==> src/rtl/multiword_adder_seq_pkg.sv <==
// Shared constants, state encoding and width helper for the multi-word adder.
package mwadd_pkg;

  localparam int SLICE_W = 16;

  typedef enum logic [1:0] {
    ST_IDLE = 2'd0,
    ST_RUN  = 2'd1,
    ST_DONE = 2'd2
  } state_t;

  // Chunk-index width: $clog2(words), but never narrower than one bit.
  function automatic int idx_w(input int words);
    return (words <= 1) ? 1 : $clog2(words);
  endfunction

endpackage

==> src/rtl/multiword_adder_seq_if.sv <==
// Request/result handshake bundle between the operand controller and the adder.
interface multiword_adder_seq_if #(
  parameter int WORDS = 4
);
  import mwadd_pkg::*;

  localparam int W = SLICE_W * WORDS;

  logic         in_valid;
  logic         in_ready;
  logic [W-1:0] a;
  logic [W-1:0] b;
  logic         sub;
  logic         cin;
  logic         out_valid;
  logic         out_ready;
  logic [W-1:0] sum;
  logic         cout;
  logic         ovf;
  logic         busy;

  modport master (
    output in_valid, a, b, sub, cin, out_ready,
    input  in_ready, out_valid, sum, cout, ovf, busy
  );

  modport slave (
    input  in_valid, a, b, sub, cin, out_ready,
    output in_ready, out_valid, sum, cout, ovf, busy
  );
endinterface

==> src/rtl/multiword_adder_seq_cla16_slice.sv <==
// Combinational 16-bit two-level carry-lookahead adder slice.
module cla16_slice (
  input  logic [15:0] i_a,
  input  logic [15:0] i_b,
  input  logic        i_c0,
  output logic [15:0] o_s,
  output logic        o_c16
);

  logic [15:0] w_p;
  logic [15:0] w_g;
  logic [3:0]  w_gp;
  logic [3:0]  w_gg;
  logic [4:0]  w_gc;
  logic [15:0] w_c;

  assign w_p = i_a ^ i_b;
  assign w_g = i_a & i_b;

  // First level: group propagate/generate for each 4-bit group.
  always_comb begin
    w_gp = '0;
    w_gg = '0;
    for (int i = 0; i < 4; i++) begin
      w_gp[i] = &w_p[4*i +: 4];
      w_gg[i] = w_g[4*i+3]
              | (w_p[4*i+3] & w_g[4*i+2])
              | (w_p[4*i+3] & w_p[4*i+2] & w_g[4*i+1])
              | (w_p[4*i+3] & w_p[4*i+2] & w_p[4*i+1] & w_g[4*i]);
    end
  end

  // Second level: group carry-ins straight from c0, no ripple between groups.
  always_comb begin
    w_gc    = '0;
    w_gc[0] = i_c0;
    w_gc[1] = w_gg[0] | (w_gp[0] & i_c0);
    w_gc[2] = w_gg[1] | (w_gp[1] & w_gg[0]) | (w_gp[1] & w_gp[0] & i_c0);
    w_gc[3] = w_gg[2] | (w_gp[2] & w_gg[1]) | (w_gp[2] & w_gp[1] & w_gg[0])
            | (w_gp[2] & w_gp[1] & w_gp[0] & i_c0);
    w_gc[4] = w_gg[3] | (w_gp[3] & w_gg[2]) | (w_gp[3] & w_gp[2] & w_gg[1])
            | (w_gp[3] & w_gp[2] & w_gp[1] & w_gg[0])
            | (w_gp[3] & w_gp[2] & w_gp[1] & w_gp[0] & i_c0);
  end

  // Bit carries inside each group, expanded from that group's carry-in.
  always_comb begin
    w_c = '0;
    for (int i = 0; i < 4; i++) begin
      w_c[4*i]   = w_gc[i];
      w_c[4*i+1] = w_g[4*i] | (w_p[4*i] & w_gc[i]);
      w_c[4*i+2] = w_g[4*i+1] | (w_p[4*i+1] & w_g[4*i])
                 | (w_p[4*i+1] & w_p[4*i] & w_gc[i]);
      w_c[4*i+3] = w_g[4*i+2] | (w_p[4*i+2] & w_g[4*i+1])
                 | (w_p[4*i+2] & w_p[4*i+1] & w_g[4*i])
                 | (w_p[4*i+2] & w_p[4*i+1] & w_p[4*i] & w_gc[i]);
    end
  end

  assign o_s   = w_p ^ w_c;
  assign o_c16 = w_gc[4];

endmodule

==> src/rtl/multiword_adder_seq.sv <==
// Multi-cycle WORDS x 16-bit add/subtract sharing one CLA slice, LS chunk first.
//
// state   | meaning
// --------+-------------------------------------------------------------
// IDLE    | in_ready=1, waiting for a request
// RUN     | one chunk per cycle through the slice, carry held in r_carry
// DONE    | out_valid=1, result held until out_ready
module multiword_adder_seq
  import mwadd_pkg::*;
#(
  parameter int WORDS = 4
) (
  input  logic                 clk,
  input  logic                 rst,
  multiword_adder_seq_if.slave bus
);

  localparam int W  = SLICE_W * WORDS;
  localparam int IW = idx_w(WORDS);
  localparam logic [IW-1:0] LAST_IDX = IW'(WORDS - 1);

  state_t         r_state;
  state_t         w_nstate;
  logic [W-1:0]   r_a;
  logic [W-1:0]   r_b;
  logic [W-1:0]   r_sum;
  logic           r_carry;
  logic           r_cout;
  logic           r_ovf;
  logic [IW-1:0]  r_idx;

  logic           w_accept;
  logic           w_step;
  logic           w_last;
  logic [15:0]    w_a_chunk;
  logic [15:0]    w_b_chunk;
  logic [15:0]    w_s;
  logic           w_c16;

  assign w_a_chunk = r_a[{r_idx, 4'b0000} +: SLICE_W];
  assign w_b_chunk = r_b[{r_idx, 4'b0000} +: SLICE_W];

  cla16_slice u_slice (
    .i_a   (w_a_chunk),
    .i_b   (w_b_chunk),
    .i_c0  (r_carry),
    .o_s   (w_s),
    .o_c16 (w_c16)
  );

  // State register.
  always_ff @(posedge clk or posedge rst) begin
    if (rst) r_state <= ST_IDLE;
    else     r_state <= w_nstate;
  end

  // Next-state and per-cycle control decode.
  always_comb begin
    w_nstate = r_state;
    w_accept = 1'b0;
    w_step   = 1'b0;
    w_last   = 1'b0;
    case (r_state)
      ST_IDLE: begin
        if (bus.in_valid) begin
          w_accept = 1'b1;
          w_nstate = ST_RUN;
        end
      end
      ST_RUN: begin
        w_step = 1'b1;
        if (r_idx == LAST_IDX) begin
          w_last   = 1'b1;
          w_nstate = ST_DONE;
        end
      end
      ST_DONE: begin
        if (bus.out_ready) w_nstate = ST_IDLE;
      end
      default: w_nstate = ST_IDLE;
    endcase
  end

  // Operand capture, per-chunk result write-back and final flags.
  always_ff @(posedge clk or posedge rst) begin
    if (rst) begin
      r_a     <= '0;
      r_b     <= '0;
      r_sum   <= '0;
      r_carry <= 1'b0;
      r_cout  <= 1'b0;
      r_ovf   <= 1'b0;
      r_idx   <= '0;
    end else if (w_accept) begin
      r_a     <= bus.a;
      r_b     <= bus.sub ? ~bus.b : bus.b;
      r_carry <= bus.sub ? 1'b1 : bus.cin;
      r_idx   <= '0;
    end else if (w_step) begin
      r_sum[{r_idx, 4'b0000} +: SLICE_W] <= w_s;
      r_carry <= w_c16;
      r_idx   <= w_last ? '0 : r_idx + 1'b1;
      if (w_last) begin
        r_cout <= w_c16;
        r_ovf  <= (r_a[W-1] == r_b[W-1]) && (w_s[15] != r_a[W-1]);
      end
    end
  end

  assign bus.in_ready  = (r_state == ST_IDLE);
  assign bus.out_valid = (r_state == ST_DONE);
  assign bus.busy      = (r_state == ST_RUN) || (r_state == ST_DONE);
  assign bus.sum       = r_sum;
  assign bus.cout      = r_cout;
  assign bus.ovf       = r_ovf;

endmodule

==> src/flat_wrapper.sv <==
// flat-port wrapper written by rule: the top's interface ports become plain ports
module multiword_adder_seq_flat import mwadd_pkg::*;
#(
  parameter int WORDS = 4
)
  (clk, rst, bus_in_valid, bus_a, bus_b, bus_sub, bus_cin, bus_out_ready, bus_in_ready, bus_out_valid, bus_sum, bus_cout, bus_ovf, bus_busy);
  multiword_adder_seq_if #(.WORDS(WORDS)) bus_i ();
  input  logic clk;
  input  logic rst;
  input wire logic [$bits(bus_i.in_valid)-1:0] bus_in_valid;
  input wire logic [$bits(bus_i.a)-1:0] bus_a;
  input wire logic [$bits(bus_i.b)-1:0] bus_b;
  input wire logic [$bits(bus_i.sub)-1:0] bus_sub;
  input wire logic [$bits(bus_i.cin)-1:0] bus_cin;
  input wire logic [$bits(bus_i.out_ready)-1:0] bus_out_ready;
  output wire logic [$bits(bus_i.in_ready)-1:0] bus_in_ready;
  output wire logic [$bits(bus_i.out_valid)-1:0] bus_out_valid;
  output wire logic [$bits(bus_i.sum)-1:0] bus_sum;
  output wire logic [$bits(bus_i.cout)-1:0] bus_cout;
  output wire logic [$bits(bus_i.ovf)-1:0] bus_ovf;
  output wire logic [$bits(bus_i.busy)-1:0] bus_busy;
  assign bus_i.in_valid = bus_in_valid;
  assign bus_i.a = bus_a;
  assign bus_i.b = bus_b;
  assign bus_i.sub = bus_sub;
  assign bus_i.cin = bus_cin;
  assign bus_i.out_ready = bus_out_ready;
  assign bus_in_ready = bus_i.in_ready;
  assign bus_out_valid = bus_i.out_valid;
  assign bus_sum = bus_i.sum;
  assign bus_cout = bus_i.cout;
  assign bus_ovf = bus_i.ovf;
  assign bus_busy = bus_i.busy;
  multiword_adder_seq #(.WORDS(WORDS)) u_core (.clk(clk), .rst(rst), .bus(bus_i));
endmodule
==> config.mk <==
export PLATFORM = sky130hd
export DESIGN_NAME = multiword_adder_seq_flat
export DESIGN_NICKNAME = d
export VERILOG_FILES = /design/src/rtl/multiword_adder_seq_pkg.sv /design/src/rtl/multiword_adder_seq_if.sv /design/src/rtl/multiword_adder_seq_cla16_slice.sv /design/src/rtl/multiword_adder_seq.sv /design/src/flat_wrapper.sv
export SDC_FILE = /design/constraint.sdc
export NUM_CORES = 1
export LEC_CHECK = 0
export CAP_MARGIN = 15
export CORE_ASPECT_RATIO = 1.75
export CORE_MARGIN = 4
export CORE_UTILIZATION = 46
export DETAILED_ROUTE_END_ITERATION = 10
export PLACE_DENSITY = 0.8
export SLEW_MARGIN = 10
export SYNTH_ARGS = -nofsm -noshare
export SYNTH_HDL_FRONTEND = slang
export SYNTH_SLANG_ARGS = --single-unit
==> constraint.sdc <==
create_clock -name clk -period 6.4 [get_ports clk]
set_clock_uncertainty 0.05 [all_clocks]
set_input_delay 0.64 -clock clk [delete_from_list [all_inputs] [get_ports clk]]
set_output_delay 0.64 -clock clk [all_outputs]
set_load 0.02 [all_outputs]
# Word level (Yosys, flattened, before mapping)
# Index checks and enable logic that the tools add are counted.
[word_totals] inputBits=134 word_cells=173 regBits=199
[classes] shifts=4 n_bitwise=123 muxes=17 n_addsub=2 n_reduce_logical=11 eq_ne=8
[op_table] cell="variable part select 64 x 7 -> 16 bit" count=2
[op_table] cell="AND 1 bit" count=72
[op_table] cell="bitwise mux 64 bit" count=1
[op_table] cell="two-way mux 64 bit" count=1
[op_table] cell="NOT 64 bit" count=1
[op_table] cell="variable shift 16 x 8 -> 64 bit (first input constant)" count=1
[op_table] cell="variable part select 16 x 8 -> 64 bit" count=1
[op_table] cell="bitwise OR 1 bit" count=46
[op_table] cell="bitwise XOR 16 bit" count=2
[op_table] cell="AND 16 bit" count=1
[op_table] cell="AND reduction 4 bit" count=4
[op_table] cell="two-way mux 2 bit" count=6
[op_table] cell="two-way mux 1 bit" count=8
[op_table] cell="negation 6 -> 8 bit" count=1
[op_table] cell="case mux 2 bit (3 select lines)" count=1
[op_table] cell="AND reduction 3 bit" count=2
[op_table] cell="== test 2 bit (second input constant)" count=2
[op_table] cell="inequality test 2 bit (second input constant)" count=2
[op_table] cell="adder 2 x 1 -> 2 bit (second input constant)" count=1
[op_table] cell="== test 2 x 1 -> 1 bit (second input constant)" count=1
[op_table] cell="zero test 2 bit" count=1
[op_table] cell="inequality test 2 x 1 -> 1 bit (second input constant)" count=1
[op_table] cell="AND reduction 2 bit" count=1
[op_table] cell="nonzero test 2 bit" count=1
[op_table] cell="5 further kinds" count=5

# Depth between registers and ports, before layout
[depth] ltp_word=15 ltp_mapped=12 depth_no_buf=10

# By module
# A second synthesis with hierarchy kept.
[hier_totals] hier_cells=882 hier_area_um2=9525.4
[modules_own_cells] module="multiword_adder_seq" cells_each=780 instances=1 area_per_inst_um2=8739.6 seq_area_each_um2=4979.8
[modules_own_cells] module="cla16_slice" cells_each=102 instances=1 area_per_inst_um2=785.8 seq_area_each_um2=0.0

# Worst setup path before layout
# OpenSTA, ideal clock, no wires.
[synth_path] kind="register -> register" startpoint="register u_core.r_idx[0]" endpoint="register u_core.r_sum[29] (netlist: u_core.bus.sum[29])" path_buffers=2 setup_slack_ps=2662 arrival_time_ps=3556 stages_incl_launch_ff=13 cell_sequence="dfrtp_1 -> buf_2 -> buf_2 -> mux4_2 -> ha_1 -> o211a_1 -> and4_4 -> a22oi_4 -> o211ai_2 -> a21o_2 -> fa_1 -> xnor2_1 -> o21ai_0"
[synth_via] elab_chain_len=15 elab_cells_between_ends=111
[synth_rtl] element="from (decl)" line_no="multiword_adder_seq.sv:30" rtl="logic [IW-1:0] r_idx;"
[synth_rtl] element="from (signal assigned)" line_no="multiword_adder_seq.sv:102" rtl="r_idx <= w_last ? '0 : r_idx + 1'b1;"
[synth_rtl] element="variable part select 64 x 7 -> 16 bit (on tied branches)" line_no="multiword_adder_seq.sv:40, multiword_adder_seq.sv:41"
[synth_rtl] element="bitwise XOR 16 bit or AND 16 bit (tied branches)" line_no="multiword_adder_seq_cla16_slice.sv:17, multiword_adder_seq_cla16_slice.sv:18"
[synth_rtl] element="AND 1 bit (on tied branches)" line_no="multiword_adder_seq_cla16_slice.sv:27, multiword_adder_seq_cla16_slice.sv:28, multiword_adder_seq_cla16_slice.sv:29"
[synth_rtl] element="bitwise OR 1 bit (tied with other cells)" line_no="multiword_adder_seq_cla16_slice.sv:27" rtl="| (w_p[4*i+3] & w_g[4*i+2])"
[synth_rtl] element="bitwise OR 1 bit or AND 1 bit (tied branches)" line_no="multiword_adder_seq_cla16_slice.sv:28, multiword_adder_seq_cla16_slice.sv:29"
[synth_rtl] element="bitwise OR 1 bit" line_no="multiword_adder_seq_cla16_slice.sv:29" rtl="| (w_p[4*i+3] & w_p[4*i+2] & w_p[4*i+1] & w_g[4*i]);"
[synth_rtl] element="AND 1 bit" line_no="multiword_adder_seq_cla16_slice.sv:39" rtl="w_gc[3] = w_gg[2] | (w_gp[2] & w_gg[1]) | (w_gp[2] & w_gp[1] & w_gg[0])"
[synth_rtl] element="bitwise OR 1 bit (2 in series)" line_no="multiword_adder_seq_cla16_slice.sv:39"
[synth_rtl] element="bitwise OR 1 bit" line_no="multiword_adder_seq_cla16_slice.sv:40" rtl="| (w_gp[2] & w_gp[1] & w_gp[0] & i_c0);"
[synth_rtl] element="AND 1 bit (on tied branches)" line_no="multiword_adder_seq_cla16_slice.sv:51, multiword_adder_seq_cla16_slice.sv:53, multiword_adder_seq_cla16_slice.sv:56"
[synth_rtl] element="bitwise OR 1 bit (on tied branches)" line_no="multiword_adder_seq_cla16_slice.sv:51, multiword_adder_seq_cla16_slice.sv:53, multiword_adder_seq_cla16_slice.sv:56"
[synth_rtl] element="bitwise XOR 16 bit" line_no="multiword_adder_seq_cla16_slice.sv:60" rtl="assign o_s = w_p ^ w_c;"
[synth_rtl] element="variable part select 16 x 8 -> 64 bit" line_no="multiword_adder_seq.sv:100" rtl="r_sum[{r_idx, 4'b0000} +: SLICE_W] <= w_s;"
[synth_rtl] element="bitwise mux 64 bit *" line_no="multiword_adder_seq.sv:100"
[synth_rtl] element="to (signal, indexed assignment)" line_no="multiword_adder_seq.sv:100"
[synth_rtl] element="to (decl)" line_no="multiword_adder_seq.sv:26" rtl="logic [W-1:0] r_sum;"
# Mark *: on every way between the ends. The rest lies on a longest branch, timed or not.
# A chain may end at the register's enable or synchronous reset.

# Worst setup path in the final report
[layout_path] startpoint="register u_core.r_idx[0]" endpoint="register u_core.r_sum[45] (netlist: u_core.bus.sum[45])"
# The elaborated chain is that of the path after synthesis.

==> reports/metrics.yaml <==
grt_pass1_vias: 7486
worst-path-max-fanout: 24
hp-start: "u_core.r_a[34]$_DFFE_PP0P_"
clock_power_share: 0.169
synth_top_family_by_area: "simple AND/OR/NAND/NOR gates"
maxCapViolCount: 0
dp_hpwl_mm: 19.0
yosys_warnings: 0
final_common_cell: "nand2_1"
area_delta_synth_final_pct: 29.4
ys_ff_latch: 199
whs_endpoint: "u_core.r_a[34]$_DFFE_PP0P_"
diodes: 0
slew_headroom: 0.244
run_status: "complete, no violations"
port-buffer-count: 202
dieWidth_um: 116
die_h_um: 197
p_sw_uw: 2720
async_flop_share: 1.00
routedWlPerCell_um: 18.9
gp_congestion: 0.898
slowest_stage: "dfrtp_2"
finalWirelength_mm: 25.3
clock-sinks: 199
post_cts_buffers: 0
grt_max_degree: 132
synth_cell_type_count: 47
synth-xor-area-share: 0.0688
cts.root.buffer_cell: "clkbuf_16"
antenna_found_initial: 0
first_pass_iters: 7
final_cell_mix: "nand2_1 (293), clkdlybuf4s50_1 (201), dfrtp_1 (197)"
required_ns: 6.66
drt_iter0_drc: 543
drcViolationCount: 0
finalSetupTns_ns: 0
crit_chain: "buf_4, mux4_2, ha_1, o21ai_0, o21ai_1, a22oi_4, o211ai_2, a21o_2, fa_1, xnor2_1, o21ai_0"
powerDensity_nw_per_um2: 525
htree_levels: 4
r2r_slack_ns: 2.09
synth_top_area_frac: 0.528
fin_crit_sh: 0.674
p_int_uw: 3680
avgSynthCellArea_um2: 10.5
path_class: "flop to flop"
reg2regPathDepth: 11
cellLeakagePower_uw: 0.00549
finalCriticalPeriod_ns: 4.31
final_nets: 1236
syn-num-nets: 1062
vdd_drop_max_mv: 0.255
die_area_um2: 22900
synth_ff_type: "dfrtp_1"
cts_tree: "built"
hold_depth: 2
grt_pass1_wl_mm: 39.1
initial_core_util: 0.467
cp-end-kind: "flop"
synth-simple-area-share: 0.144
drv_slew: 0
crit_start: "u_core.r_idx[0]$_DFFE_PP0P_"
synth.largest_area_cell: "dfrtp_1"
core_um2: 20200
clock_latency_ns: 0.44
power_frac_comb: 0.496
synth_edf_count: 0
arrival_ns: 4.57
gr-total-overflow: 0
critPathMaxStageDelay_ns: 0.70
r2r-start: "u_core.r_idx[0]$_DFFE_PP0P_"
clkTransAtPathRegs_ns: 0.08
path_delay_family: "compound AO/OA/AOI/OAI gates"
cts_hold_buffers: 0
num_rows: 69
p_seq_frac: 0.335
syn-cell-area_um2: 9430
path_buf_inv: 1
synth_top_cells_by_area: "dfrtp_1 (53%), nand2_1 (12%), mux4_2 (7.6%)"
vias: 7182
hold_viol_final: 0
r2r-end: "u_core.bus.sum[45]$_DFFE_PP0P_"
setup_viol: 0
drive_above_1_share: 0.0847
place_inst: 1302
synth-adder-area-share: 0.0417
timing.fmax_mhz: 232
boundaryPins: 203
ant_nets: 0
clk_path_buf_depth: 2
crit_top_cell: "o21ai_0"
synth_cells: 899
grt_use_total: 0.223
worstMarginPinSlew_ns: 1.13
muxShareOfSynthArea: 0.0819
rsz0062_at_grt: "false"
whs_ns: 0.425
hold_path_class: "flop to flop"
synth_seq_area_share: 0.528
numCtsBuffers: 17
via_per_inst: 5.38
cts.repair.resized: 0
start_kind: "flop"
synth_compound_area_frac: 0.109
stdcell_count: 1334
switching_share: 0.426
[metal layers]
layer	vias to the layer above	share of wire	track usage
met5	-	0	0
met4	0	0.042	0.106
met3	52	0.041	0.0264
met2	229	0.55	0.408
met1	3527	0.37	0.255
li1	3374	-	-
[cells by family after synthesis]
family                   Yosys count
flip-flops                       199
adder cells (fa/ha/maj)           29
multiplexers                      37
XOR/XNOR                          74
AO/OA/AOI/OAI                    161
AND/OR/NAND/NOR                  336
buffers and inverters             63
[synth_stat cells, drive strengths merged (4+ instances only)]
cell type,number
ha,25
buf,16
nand3,5
mux4,32
nor2,14
nor3,4
o21ai,98
inv,12
a22o,40
dfrtp,199
mux2i,4
nand2,294
xnor2,69
a21oi,11
clkbuf,35
xor2,5
nand2b,4
fa,4
[worst min-delay path, delay by kind of cell, from the launching register on]
| kind | cells | cell delay [ns] |
|---|---|---|
| flip-flops | 1 | 0.34 |
| AND/OR/NAND/NOR | 2 | 0.11 |
[power groups by stage]
stage	clock network, uW	registers [uW]	logic, uW
floorplan	0	2160	2080
global placement	0	2140	3060
detailed placement	0	2160	3170
CTS	1100	2140	3190
global route	1140	2200	3500
finish	1080	2140	3170
[sequential cells by signal, indices dropped and copies added (netlist names)]
signal,count
u_core.bus.sum,64
u_core.r_a,64
u_core.r_b,64
u_core.r_idx,2
u_core.r_state,2
u_core.bus.cout,1
u_core.bus.ovf,1
u_core.r_carry,1
[stage by stage]
stage / worst slack, ns / cell area (um2) / util / total power [uW]
finish: 2.09 / 12200 / 0.604 / 6400
global placement: 2.21 / 11600 / 0.574 / 5190
detailed placement: 2.07 / 11600 / 0.574 / 5330
CTS: 2.06 / 12200 / 0.604 / 6420
global route: 1.76 / 12200 / 0.604 / 6830
floorplan: 0.284 / 9430 / - / 4240
[worst max path at each step]
stage                     cells past startpoint                              to
after floorplan                               1     u_core.bus.cout$_DFFE_PP0P_
after global routing                         11  u_core.bus.sum[61]$_DFFE_PP0P_
after global placement                       11  u_core.bus.sum[29]$_DFFE_PP0P_
after detailed placement                     11  u_core.bus.sum[45]$_DFFE_PP0P_
after CTS                                    11  u_core.bus.sum[45]$_DFFE_PP0P_
final                                        11  u_core.bus.sum[45]$_DFFE_PP0P_
[final cells by class]
cell class | count | area (um2)
clock inverter | 12 | 129
fill | 1638 | 8010
tap | 248 | 310
clock buffer | 20 | 467
multi-input combinational | 637 | 4200
sequential | 199 | 4980
inverter | 12 | 52.6
timing repair buffer | 206 | 2050
(Power assumes the default switching activity.)
